**src/rtl/ksa_pkg.sv**
```systemverilog
// ksa_pkg: shared constants and helpers for the pipelined Kogge-Stone adder.
//   ksa_op_e       - operation encoding carried alongside each beat
//   ksa_clog2      - ceil(log2(n)), usable in parameter context
//   ksa_num_groups - number of registered prefix groups for a width/levels-per-stage pair
package ksa_pkg;

    typedef enum logic {
        OP_ADD = 1'b0,
        OP_SUB = 1'b1
    } ksa_op_e;

    // Widths are bounded at 128, so eight candidate exponents cover every legal case.
    function automatic int ksa_clog2(input int n);
        int r;
        r = 0;
        for (int i = 0; i < 8; i++) begin
            if ((1 << i) < n) r = i + 1;
        end
        return r;
    endfunction

    function automatic int ksa_num_groups(input int width, input int lps);
        return (ksa_clog2(width) + lps - 1) / lps;
    endfunction

endpackage

```
**src/rtl/ksa_prefix_group.sv**
```systemverilog
// ksa_prefix_group: COUNT Kogge-Stone prefix levels starting at level START,
// followed by a pipeline register.
//   clk, rst_n   - clock, synchronous active-low reset (clears the valid bit only)
//   en           - global advance enable
//   vld          - beat valid into this group
//   g, p         - group generate/propagate entering the first level
//   pt           - original bitwise propagate, passed through for the final sum
//   cin          - effective carry-in, passed through
//   vld_q .. cin_q - registered versions after the prefix levels
module ksa_prefix_group #(
    parameter int WIDTH = 32,
    parameter int START = 0,
    parameter int COUNT = 1
) (
    input  logic             clk,
    input  logic             rst_n,
    input  logic             en,
    input  logic             vld,
    input  logic [WIDTH-1:0] g,
    input  logic [WIDTH-1:0] p,
    input  logic [WIDTH-1:0] pt,
    input  logic             cin,
    output logic             vld_q,
    output logic [WIDTH-1:0] g_q,
    output logic [WIDTH-1:0] p_q,
    output logic [WIDTH-1:0] pt_q,
    output logic             cin_q
);

    logic [WIDTH-1:0] g_c;
    logic [WIDTH-1:0] p_c;

    // Bits below the level distance already span down to bit 0; the shift
    // brings in zeros there so they stay unchanged.
    always_comb begin
        g_c = g;
        p_c = p;
        for (int k = 0; k < COUNT; k++) begin
            g_c = g_c | (p_c & (g_c << (1 << (START + k))));
            p_c = p_c & (p_c << (1 << (START + k)));
        end
    end

    // ---- group register ----
    always_ff @(posedge clk) begin
        if (!rst_n) begin
            vld_q <= 1'b0;
        end else if (en) begin
            vld_q <= vld;
        end
    end

    always_ff @(posedge clk) begin
        if (en) begin
            g_q   <= g_c;
            p_q   <= p_c;
            pt_q  <= pt;
            cin_q <= cin;
        end
    end

endmodule

```
**src/rtl/ksa_pipe.sv**
```systemverilog
// ksa_pipe: pipelined Kogge-Stone adder/subtractor with valid/ready handshake.
//   clk, rst_n          - clock, synchronous active-low reset
//   in_valid, in_ready  - operand beat handshake (in_ready = global advance)
//   A, B, CIN, SUB      - operands, carry-in (ADD only), 1 = A-B
//   out_valid, out_ready- result beat handshake
//   SUM, COUT, OVERFLOW, ZERO - registered result and flags
// One stage of bitwise G/P, NG registered prefix groups, one result stage.
module ksa_pipe
    import ksa_pkg::*;
#(
    parameter int WIDTH = 32,
    parameter int LPS   = 1
) (
    input  logic             clk,
    input  logic             rst_n,
    input  logic             in_valid,
    output logic             in_ready,
    input  logic [WIDTH-1:0] A,
    input  logic [WIDTH-1:0] B,
    input  logic             CIN,
    input  logic             SUB,
    output logic             out_valid,
    input  logic             out_ready,
    output logic [WIDTH-1:0] SUM,
    output logic             COUT,
    output logic             OVERFLOW,
    output logic             ZERO
);

    localparam int LEVELS = ksa_clog2(WIDTH);
    localparam int NG     = ksa_num_groups(WIDTH, LPS);

    logic             adv;
    ksa_op_e          op;
    logic [WIDTH-1:0] b_eff;
    logic             cin_eff;
    logic [WIDTH-1:0] p_c;
    logic [WIDTH-1:0] g_c;

    logic             vld_p0;
    logic [WIDTH-1:0] g_p0;
    logic [WIDTH-1:0] p_p0;
    logic             cin_p0;

    logic             vld_s [0:NG];
    logic [WIDTH-1:0] g_s   [0:NG];
    logic [WIDTH-1:0] p_s   [0:NG];
    logic [WIDTH-1:0] pt_s  [0:NG];
    logic             cin_s [0:NG];

    logic [WIDTH-1:0] carry_c;
    logic [WIDTH-1:0] sum_c;
    logic [WIDTH-1:0] p_unused;

    // The whole pipe freezes when a result is held for a stalled consumer.
    assign adv      = !out_valid || out_ready;
    assign in_ready = adv;

    assign op      = ksa_op_e'(SUB);
    assign b_eff   = (op == OP_SUB) ? ~B : B;
    assign cin_eff = (op == OP_SUB) ? 1'b1 : CIN;
    assign p_c     = A ^ b_eff;
    // Carry-in is folded into bit 0's generate so every prefix G[i] is the
    // true carry out of bit i.
    assign g_c     = (A & b_eff) | {{(WIDTH-1){1'b0}}, p_c[0] & cin_eff};

    // ---- stage 0: bitwise generate/propagate ----
    always_ff @(posedge clk) begin
        if (!rst_n) begin
            vld_p0 <= 1'b0;
        end else if (adv) begin
            vld_p0 <= in_valid;
        end
    end

    always_ff @(posedge clk) begin
        if (adv) begin
            g_p0   <= g_c;
            p_p0   <= p_c;
            cin_p0 <= cin_eff;
        end
    end

    assign vld_s[0] = vld_p0;
    assign g_s[0]   = g_p0;
    assign p_s[0]   = p_p0;
    assign pt_s[0]  = p_p0;
    assign cin_s[0] = cin_p0;

    // ---- stages 1..NG: prefix groups ----
    for (genvar k = 0; k < NG; k++) begin : g_grp
        localparam int START = k * LPS;
        localparam int CNT   = ((LEVELS - START) < LPS) ? (LEVELS - START) : LPS;

        ksa_prefix_group #(
            .WIDTH (WIDTH),
            .START (START),
            .COUNT (CNT)
        ) u_grp (
            .clk   (clk),
            .rst_n (rst_n),
            .en    (adv),
            .vld   (vld_s[k]),
            .g     (g_s[k]),
            .p     (p_s[k]),
            .pt    (pt_s[k]),
            .cin   (cin_s[k]),
            .vld_q (vld_s[k+1]),
            .g_q   (g_s[k+1]),
            .p_q   (p_s[k+1]),
            .pt_q  (pt_s[k+1]),
            .cin_q (cin_s[k+1])
        );
    end

    assign p_unused = p_s[NG];
    assign carry_c  = {g_s[NG][WIDTH-2:0], cin_s[NG]};
    assign sum_c    = pt_s[NG] ^ carry_c;

    // ---- final stage: result and flags ----
    always_ff @(posedge clk) begin
        if (!rst_n) begin
            out_valid <= 1'b0;
            SUM       <= '0;
            COUT      <= 1'b0;
            OVERFLOW  <= 1'b0;
            ZERO      <= 1'b0;
        end else if (adv) begin
            out_valid <= vld_s[NG];
            SUM       <= sum_c;
            COUT      <= g_s[NG][WIDTH-1];
            OVERFLOW  <= g_s[NG][WIDTH-1] ^ carry_c[WIDTH-1];
            ZERO      <= ~|sum_c;
        end
    end

endmodule

```
**config.mk**
```make
export PLATFORM = sky130hd
export DESIGN_NAME = ksa_pipe
export DESIGN_NICKNAME = d
export VERILOG_FILES = /design/src/rtl/ksa_pkg.sv /design/src/rtl/ksa_prefix_group.sv /design/src/rtl/ksa_pipe.sv
export SDC_FILE = /design/constraint.sdc
export NUM_CORES = 1
export LEC_CHECK = 0
export ABC_AREA = 1
export BUFFER_PORTS_ARGS = -buffer_cell sky130_fd_sc_hd__buf_2
export CAP_MARGIN = 5
export CORE_MARGIN = 2
export CORE_UTILIZATION = 46
export CTS_CLUSTER_DIAMETER = 100
export DETAILED_ROUTE_END_ITERATION = 6
export SETUP_SLACK_MARGIN = 0.4
export SLEW_MARGIN = 15
export SYNTH_ARGS = -nofsm -noshare
export SYNTH_HDL_FRONTEND = slang
export SYNTH_HIERARCHICAL = 1
export SYNTH_SLANG_ARGS = --single-unit
```
**constraint.sdc**
```tcl
create_clock -name clk -period 18.6 [get_ports clk]
set_clock_uncertainty 0.05 [all_clocks]
set_input_delay 0.93 -clock clk [delete_from_list [all_inputs] [get_ports clk]]
set_output_delay 0.93 -clock clk [all_outputs]
set_load 0.02 [all_outputs]
```
==> Yosys cells after proc, flatten, opt, wreduce, memory -nomap -nowiden <==
Index checks and enable logic that the tools add are counted.
{ "totals": {"ff_bits": 560, "latch_bits": 0, "mem_bits_rw": 0, "mem_bits_ro": 0, "inputBits": 70, "out_inout_bits": 37, "wordCells": 60, "memories": 0} }
{ "op_classes": {"n_addsub": 0, "mul": 0, "n_div": 0, "n_lt_le_gt_ge": 0, "eq_ne": 0, "shifts": 0, "muxes": 2, "bitwise_logic": 21, "n_reduce_logical": 4} }
{ "ops": {"columns": ["op", "n"], "rows": [
  ["AND 32 bit", 10],
  ["OR 32 bit", 5],
  ["XOR 32 bit", 2],
  ["two-way mux 32 bit", 1],
  ["inverter 32 bit", 1],
  ["OR 32 x 1 -> 32 bit", 1],
  ["OR reduction 32 bit", 1],
  ["logical NOT 1 bit", 2],
  ["AND 1 bit", 1],
  ["logical OR 1 bit", 1],
  ["two-way mux 1 bit", 1],
  ["XOR 1 bit", 1]
]} }

==> Depth between registers and ports, before layout <==
Gate-level depths: netlist (run 1).
{ "logic_depth": {"word_depth": 5, "depth_mapped": 9, "ltp_nobuf": 9} }

==> Modules after synthesis <==
Netlist (run 1), hierarchy kept.
{ "by_module_without_submodules": {"columns": ["module", "n_inst", "cells_each", "area_per_inst_um2"], "rows": [
  ["ksa_pipe", 1, 372, 4386.7],
  ["ksa_prefix_group (g_grp[0].u_grp)", 1, 199, 3404.5],
  ["ksa_prefix_group (g_grp[1].u_grp)", 1, 196, 3367.0],
  ["ksa_prefix_group (g_grp[2].u_grp)", 1, 190, 3291.9],
  ["ksa_prefix_group (g_grp[3].u_grp)", 1, 178, 3141.8],
  ["ksa_prefix_group (g_grp[4].u_grp)", 1, 152, 2837.7]
]} }

==> Least setup slack after synthesis (run 1) <==
No wires, ideal clock.
{ "synth_path": {"path_type": "input to register", "startpoint": "in out_ready", "endpoint": "reg cin_p0, enable pin", "setup_ns": 1.106, "t_arrival_ns": 15.588, "t_required_ns": 17.444, "path_slack_ns": 1.856, "path_stages": 3, "cell_sequence": "nor2_2 inv_2 clkbuf_1"} }
{ "synth_between": {"elab_chain_cells": 1} }
{ "synth_lines": {"columns": ["element", "line", "source"], "rows": [
  ["start, declared", "ksa_pipe.sv:23", "input logic out_ready,"],
  ["logical OR 1 bit", "ksa_pipe.sv:56", "assign adv = !out_valid || out_ready;"],
  ["net in_ready", "ksa_pipe.sv:17", "output logic in_ready,"],
  ["end signal, assigned", "ksa_pipe.sv:80", "cin_p0 <= cin_eff;"],
  ["end, declared", "ksa_pipe.sv:43", "logic cin_p0;"]
]} }
The timed path passes the listed nets, and every way through them passes these cells.
A chain may end at the register's enable or synchronous reset.

==> Worst setup path after layout (run 1) <==
{ "layout_path": {"startpoint": "in out_ready", "endpoint": "out in_ready"} }
{ "layout_between": {"elab_chain_cells": 1} }
{ "layout_lines": {"columns": ["element", "line"], "rows": [
  ["logical OR 1 bit", "ksa_pipe.sv:56"],
  ["end, declared", "ksa_pipe.sv:17"]
]} }
Every way passes these cells.

==> flow_metrics.tcl, run 1 <==
set metrics [dict create \
    syn_area_um2 19000 \
    clk_path_buf_depth 3 \
    post-route-period-util 0.187 \
    path_clk_slew_ns 0.06 \
    fp.dieW_um 207 \
    setup_viol 0 \
    cap_violations 0 \
    cts_tree "done" \
    worst_ep_required_time_ns 17.62 \
    hold_violations 0 \
    cp-endpoint "in_ready" \
    critPathKind "primary input to output port" \
    post-route-drc-count 0 \
    p_switching_uw 626 \
    clock.fmax_ghz 0.288 \
    status "complete, no violations" \
    crit_path_start_kind "primary input" \
    drtIter0Drc 791 \
    drt_wl_total_um 30000 \
    vias 8836 \
    path_max_fanout 175 \
    antenna_found_initial 1 \
    grt_first_pass_wirelength_um 47800 \
    worstReg2RegEnd "g_grp[3].u_grp/g_q[7]" \
    grt_usage 0.142 \
    hold_buffers 0 \
    cts_resized 0 \
    grt.overflow.total 0 \
    slew_headroom 0.303 \
    detail-route-antenna-nets 0 \
    hp-class "flip-flop to flip-flop" \
    area_delta_synth_final_pct 14.8 \
    core_area_um2 40800 \
    rr_worst_depth 5 \
    p_per_area_nw_per_um2 130 \
    diodes 0 \
    nets 1410 \
    tightest_slew_ns 1.04 \
    final-max-slew-violation-count 0 \
    hold_ws_ns 0.363 \
    clock_latency_ns 0.56 \
    via_per_inst 4.70 \
    die_area_um2 43000 \
    ioPinCount 107 \
    drive_gt1_frac 0.142 \
    period_minus_slack_ns 3.47 \
    htreeDepth 2 \
    port_buffers 106 \
    synth-warning-count 6 \
    vdd_drop_max_v 0.0000758 \
    worstSetupStartpoint "out_ready" \
    cts.sinks 530 \
    wl_per_cell_um 16.0 \
    r2r_setup_slack_ns 15.31 \
    rows 74 \
    r2r_start "out_valid" \
    syn_area_per_cell_um2 16.4 \
    cts_made_buffers 52 \
    p_int_uw 2220 \
    grt_max_degree 194 \
    initial_core_util 0.466 \
    final.setup.tns_ns 0 \
    arrival_ns 2.49 \
    drt_first_pass_iters 5 \
    dp_hpwl_um 19900 \
    leakage_uw 0.00997 \
    power.share.clock 0.353 \
    end_kind "output port" \
    power_frac_comb 0.069 \
    seq_power_share 0.578 \
    fillers 3274 \
    cts_root_buf "clkbuf_16" \
    grt_pass1_vias 8768 \
    postSynthCellCount 1158 \
    place_congestion 0.785 \
    final_util 0.535 \
    cts_setup_buffers 0 \
    die_h_um 207 \
    rsz0062_at_grt "no" \
    switching_share 0.220 \
    syn_nets 1260 \
]
## worst max-delay path: stages
cell and delay, ns:
buf_2 0.10, nor2_2 0.50, inv_8 0.46, buf_2 0.36
## area by class of cell
type | count | area (µm²) | area share
clock buffers | 70 | 1400 | 0.0641
clock inverters | 24 | 243 | 0.0111
inverters | 131 | 499 | 0.0229
multi-input cells | 483 | 2960 | 0.136
flip-flops and latches | 530 | 15500 | 0.710
well taps | 532 | 666 | 0.0305
repair buffers | 110 | 573 | 0.0262
## worst min-delay path by stage
stage	slack (ns)	depth (start not counted)	start	to
after CTS	0.36	0	g_grp[3].u_grp/pt_q[25]	g_grp[4].u_grp/pt_q[25]
after global placement	0.35	0	g_grp[0].u_grp/pt_q[14]	g_grp[1].u_grp/pt_q[14]
after global routing	0.37	0	g_grp[2].u_grp/pt_q[6]	g_grp[3].u_grp/pt_q[6]
after floorplan	0.35	0	cin_p0	g_grp[0].u_grp/cin_q
final	0.36	0	g_grp[2].u_grp/pt_q[4]	g_grp[3].u_grp/pt_q[4]
after detailed placement	0.35	0	g_grp[0].u_grp/pt_q[15]	g_grp[1].u_grp/pt_q[15]
## through the flow
stage               instances  setup slack (ns)  total power, µW  area [µm²]
global placement         1786             14.71             1860       20200
detailed placement       1786             14.65             1870       20200
CTS                      1880             15.17             2880       21800
floorplan                1158              2.73             1750       19000
global route             1880             15.01             2970       21800
finish                   1880             15.13             2840       21800
## layer usage
| metal | GRT usage | routed length, µm |
|---|---|---|
| met5 | 0 | 0 |
| met4 | 0.0539 | 780 |
| met3 | 0.0263 | 1430 |
| met2 | 0.214 | 13500 |
| met1 | 0.207 | 14300 |
## state kept, by name (all words and copies together), names as in the netlist
register and cells:
g_grp.u_grp/g_q 160, g_grp.u_grp/pt_q 160, g_grp.u_grp/p_q 98, SUM 32, g_p0 32, p_p0 32
g_grp.u_grp/cin_q 5, g_grp.u_grp/vld_q 5, COUT 1, OVERFLOW 1, ZERO 1, cin_p0 1
out_valid 1, vld_p0 1
## placed cells by master (no fill, tap or decap), types with 17 or more instances in the layout
cell type and count:
edfxtp_1 488, nand2_1 164, inv_1 130, a21o_1 126
buf_2 106, clkbuf_16 53, dfxtp_1 42, xor2_1 37
nor2_1 33, ha_1 32, o21ai_0 29, a21oi_1 27
xnor2_1 17
## power by group through the flow
stage	clock [µW]	sequential, µW	combinational, µW
finish	1000	1640	195
global route	1080	1670	221
CTS	1030	1650	199
detailed placement	0	1670	196
global placement	0	1670	194
floorplan	0	1640	113
No activity file was read; power rests on OpenSTA's default activity.
==> run 2: changes to the inputs <==
--- a/config.mk
+++ b/config.mk
@@ -12,6 +12,7 @@
 export CORE_UTILIZATION = 46
 export CTS_CLUSTER_DIAMETER = 100
 export DETAILED_ROUTE_END_ITERATION = 6
+export PLACE_DENSITY = 0.65
 export SETUP_SLACK_MARGIN = 0.4
 export SLEW_MARGIN = 15
 export SYNTH_ARGS = -nofsm -noshare
==> constraint.sdc (replaced) <==
create_clock -name clk -period 3.15 [get_ports clk]
set_clock_uncertainty 0.05 [all_clocks]
set_input_delay 0.1575 -clock clk [delete_from_list [all_inputs] [get_ports clk]]
set_output_delay 0.1575 -clock clk [all_outputs]
set_load 0.02 [all_outputs]
==> run 2 against run 1 <==
  * Worst setup slack worse by 14 ns
  * Non-clock buffer count is 81 higher
  * Largest power group unchanged
  * Routed wire length is 4.3% higher
  * First-iteration DRC count is 12% lower
  * Clock power grew to 5.5 times the previous value
==> flow_metrics.tcl, run 2 (synthesized netlist as in run 1, its figures left out) <==
set metrics [dict create \
    cts_made_buffers 51 \
    design_area_um2 22600 \
    placed_cells 1791 \
    grtUsageMet1 0.208 \
    cts_root_buf "clkbuf_16" \
    slew_headroom 0.348 \
    final-max-slew-violation-count 0 \
    grt_util_met3 0.0300 \
    clk_path_buf_depth 3 \
    grt_most_used_layer "met2" \
    dp_hpwl_um 20600 \
    seq_power_share 0.590 \
    antenna_found_initial 0 \
    core_area_um2 40800 \
    clock.fmax_ghz 0.411 \
    r2r_setup_slack_ns 1.28 \
    wl_per_cell_um 16.0 \
    die_area_um2 43000 \
    power_frac_comb 0.076 \
    setup_viol 0 \
    die_h_um 207 \
    drt_first_pass_iters 4 \
    cts.sinks 530 \
    ioPinCount 107 \
    end_kind "output port" \
    initial_core_util 0.466 \
    reg_top3 "g_grp.u_grp/g_q (160), g_grp.u_grp/pt_q (160), g_grp.u_grp/p_q (98)" \
    power_uw 16500 \
    drive_gt1_frac 0.136 \
    power.share.clock 0.334 \
    post-route-drc-count 0 \
    leakage_uw 0.0103 \
    rsz0062_at_grt "no" \
    arrival_ns 2.22 \
    rows 74 \
    met2_usage 0.233 \
    htreeDepth 2 \
    post-route-period-util 0.772 \
    instances_no_fill 1957 \
    area_delta_synth_final_pct 18.8 \
    final.setup.tns_ns 0 \
    vias 9175 \
    period_minus_slack_ns 2.43 \
    diodes 0 \
    switching_share 0.224 \
    dpl-instance-area_um2 20300 \
    vdd_drop_max_v 0.000435 \
    cap_violations 0 \
    layout_commonest_cell "edfxtp_1" \
    p_switching_uw 3690 \
    tightest_slew_ns 0.978 \
    detail-route-antenna-nets 0 \
    worstSetupStartpoint "out_valid" \
    drtIter0Drc 695 \
    path_max_fanout 64 \
    status "complete, no violations" \
    p_per_area_nw_per_um2 730 \
    grt.overflow.total 0 \
    cts_tree "done" \
    final_util 0.553 \
    grt_max_degree 76 \
    grt_usage 0.149 \
    hp-class "primary input to flip-flop" \
    fp.dieW_um 207 \
    worst_ep_required_time_ns 2.94 \
    layout_common_cells "edfxtp_1 (488), nand2_1 (164), inv_1 (130)" \
    nets 1490 \
    p_int_uw 12800 \
    r2r_start "out_valid" \
    critPathKind "flip-flop to output port" \
    port_buffers 106 \
    path_clk_slew_ns 0.06 \
    hold_violations 0 \
    crit_path_start_kind "flip-flop" \
    grt_first_pass_wirelength_um 50300 \
    place_congestion 0.813 \
    clock_latency_ns 0.57 \
    drt_wl_total_um 31300 \
    via_per_inst 4.69 \
    fillers 3231 \
    min_from "B[1]" \
    grt_pass1_vias 9357 \
    cts_setup_buffers 0 \
]
-- run 2: cell types whose count changed in the layout (fill, tap and decap cells not counted), moves of 2 or more --
cell	delta
buf_12	+7
buf_4	-2
bufinv_16	-3
clkbuf_1	-8
clkbuf_16	-2
clkinv_1	+7
clkinv_2	+3
dlygate4sd3_1	+76
-- run 2: worst paths after layout --
| kind | to | cells past startpoint |
|---|---|---|
| setup / recovery | in_ready | 6 |
| hold / removal | p_p0[1] | 3 |
| setup reg to reg | g_p0[11] | 5 |
| hold reg to reg | g_grp[1].u_grp/pt_q[15] | 0 |
-- run 2: area by class of cell --
cell class                      instances  area, µm²  share of cell area
Tap cell                              532        666              0.0295
Timing Repair Buffer                  191       1460              0.0646
Sequential cell                       530      15500               0.686
Clock inverter                         31        195             0.00864
Multi-Input combinational cell        483       2960               0.131
Inverter                              131        499              0.0221
Clock buffer                           59       1310              0.0578
-- run 2: worst max-delay path: stages (launching register included) --
cell and delay [ns]:
dfxtp_1 0.31, inv_1 0.07, nor2_2 0.04, buf_4 0.18
inv_8 0.37, buf_12 0.36, buf_2 0.24
-- run 2: layer usage --
metal | routed length [µm] | vias to the layer above
met5 | 0 | -
met4 | 833 | 0
met3 | 1440 | 46
met1 | 14400 | 4363
met2 | 14600 | 194
li1 | - | 4572
-- run 2: stage by stage --
stage	setup slack, ns	hold slack, ns
after floorplan	0.782	0.242
after CTS	0.673	0.00154
after detailed placement	1.25	0.355
after global placement	1.28	0.353
final	0.718	0.0232
after global routing	0.584	0.0176
-- run 2: repair_timing --
item / 4_1_cts / 5_1_grt
resized for setup: 0 / 0
endpoints found under the hold margin: 66 / 0
hold buffers: 76 / 0
-- run 2: power by group through the flow --
stage	clock network, µW	logic (µW)	registers [µW]
global route	5960	1430	9860
global placement	0	1130	9860
floorplan	0	668	9670
detailed placement	0	1150	9890
finish	5500	1260	9720
CTS	5670	1270	9740
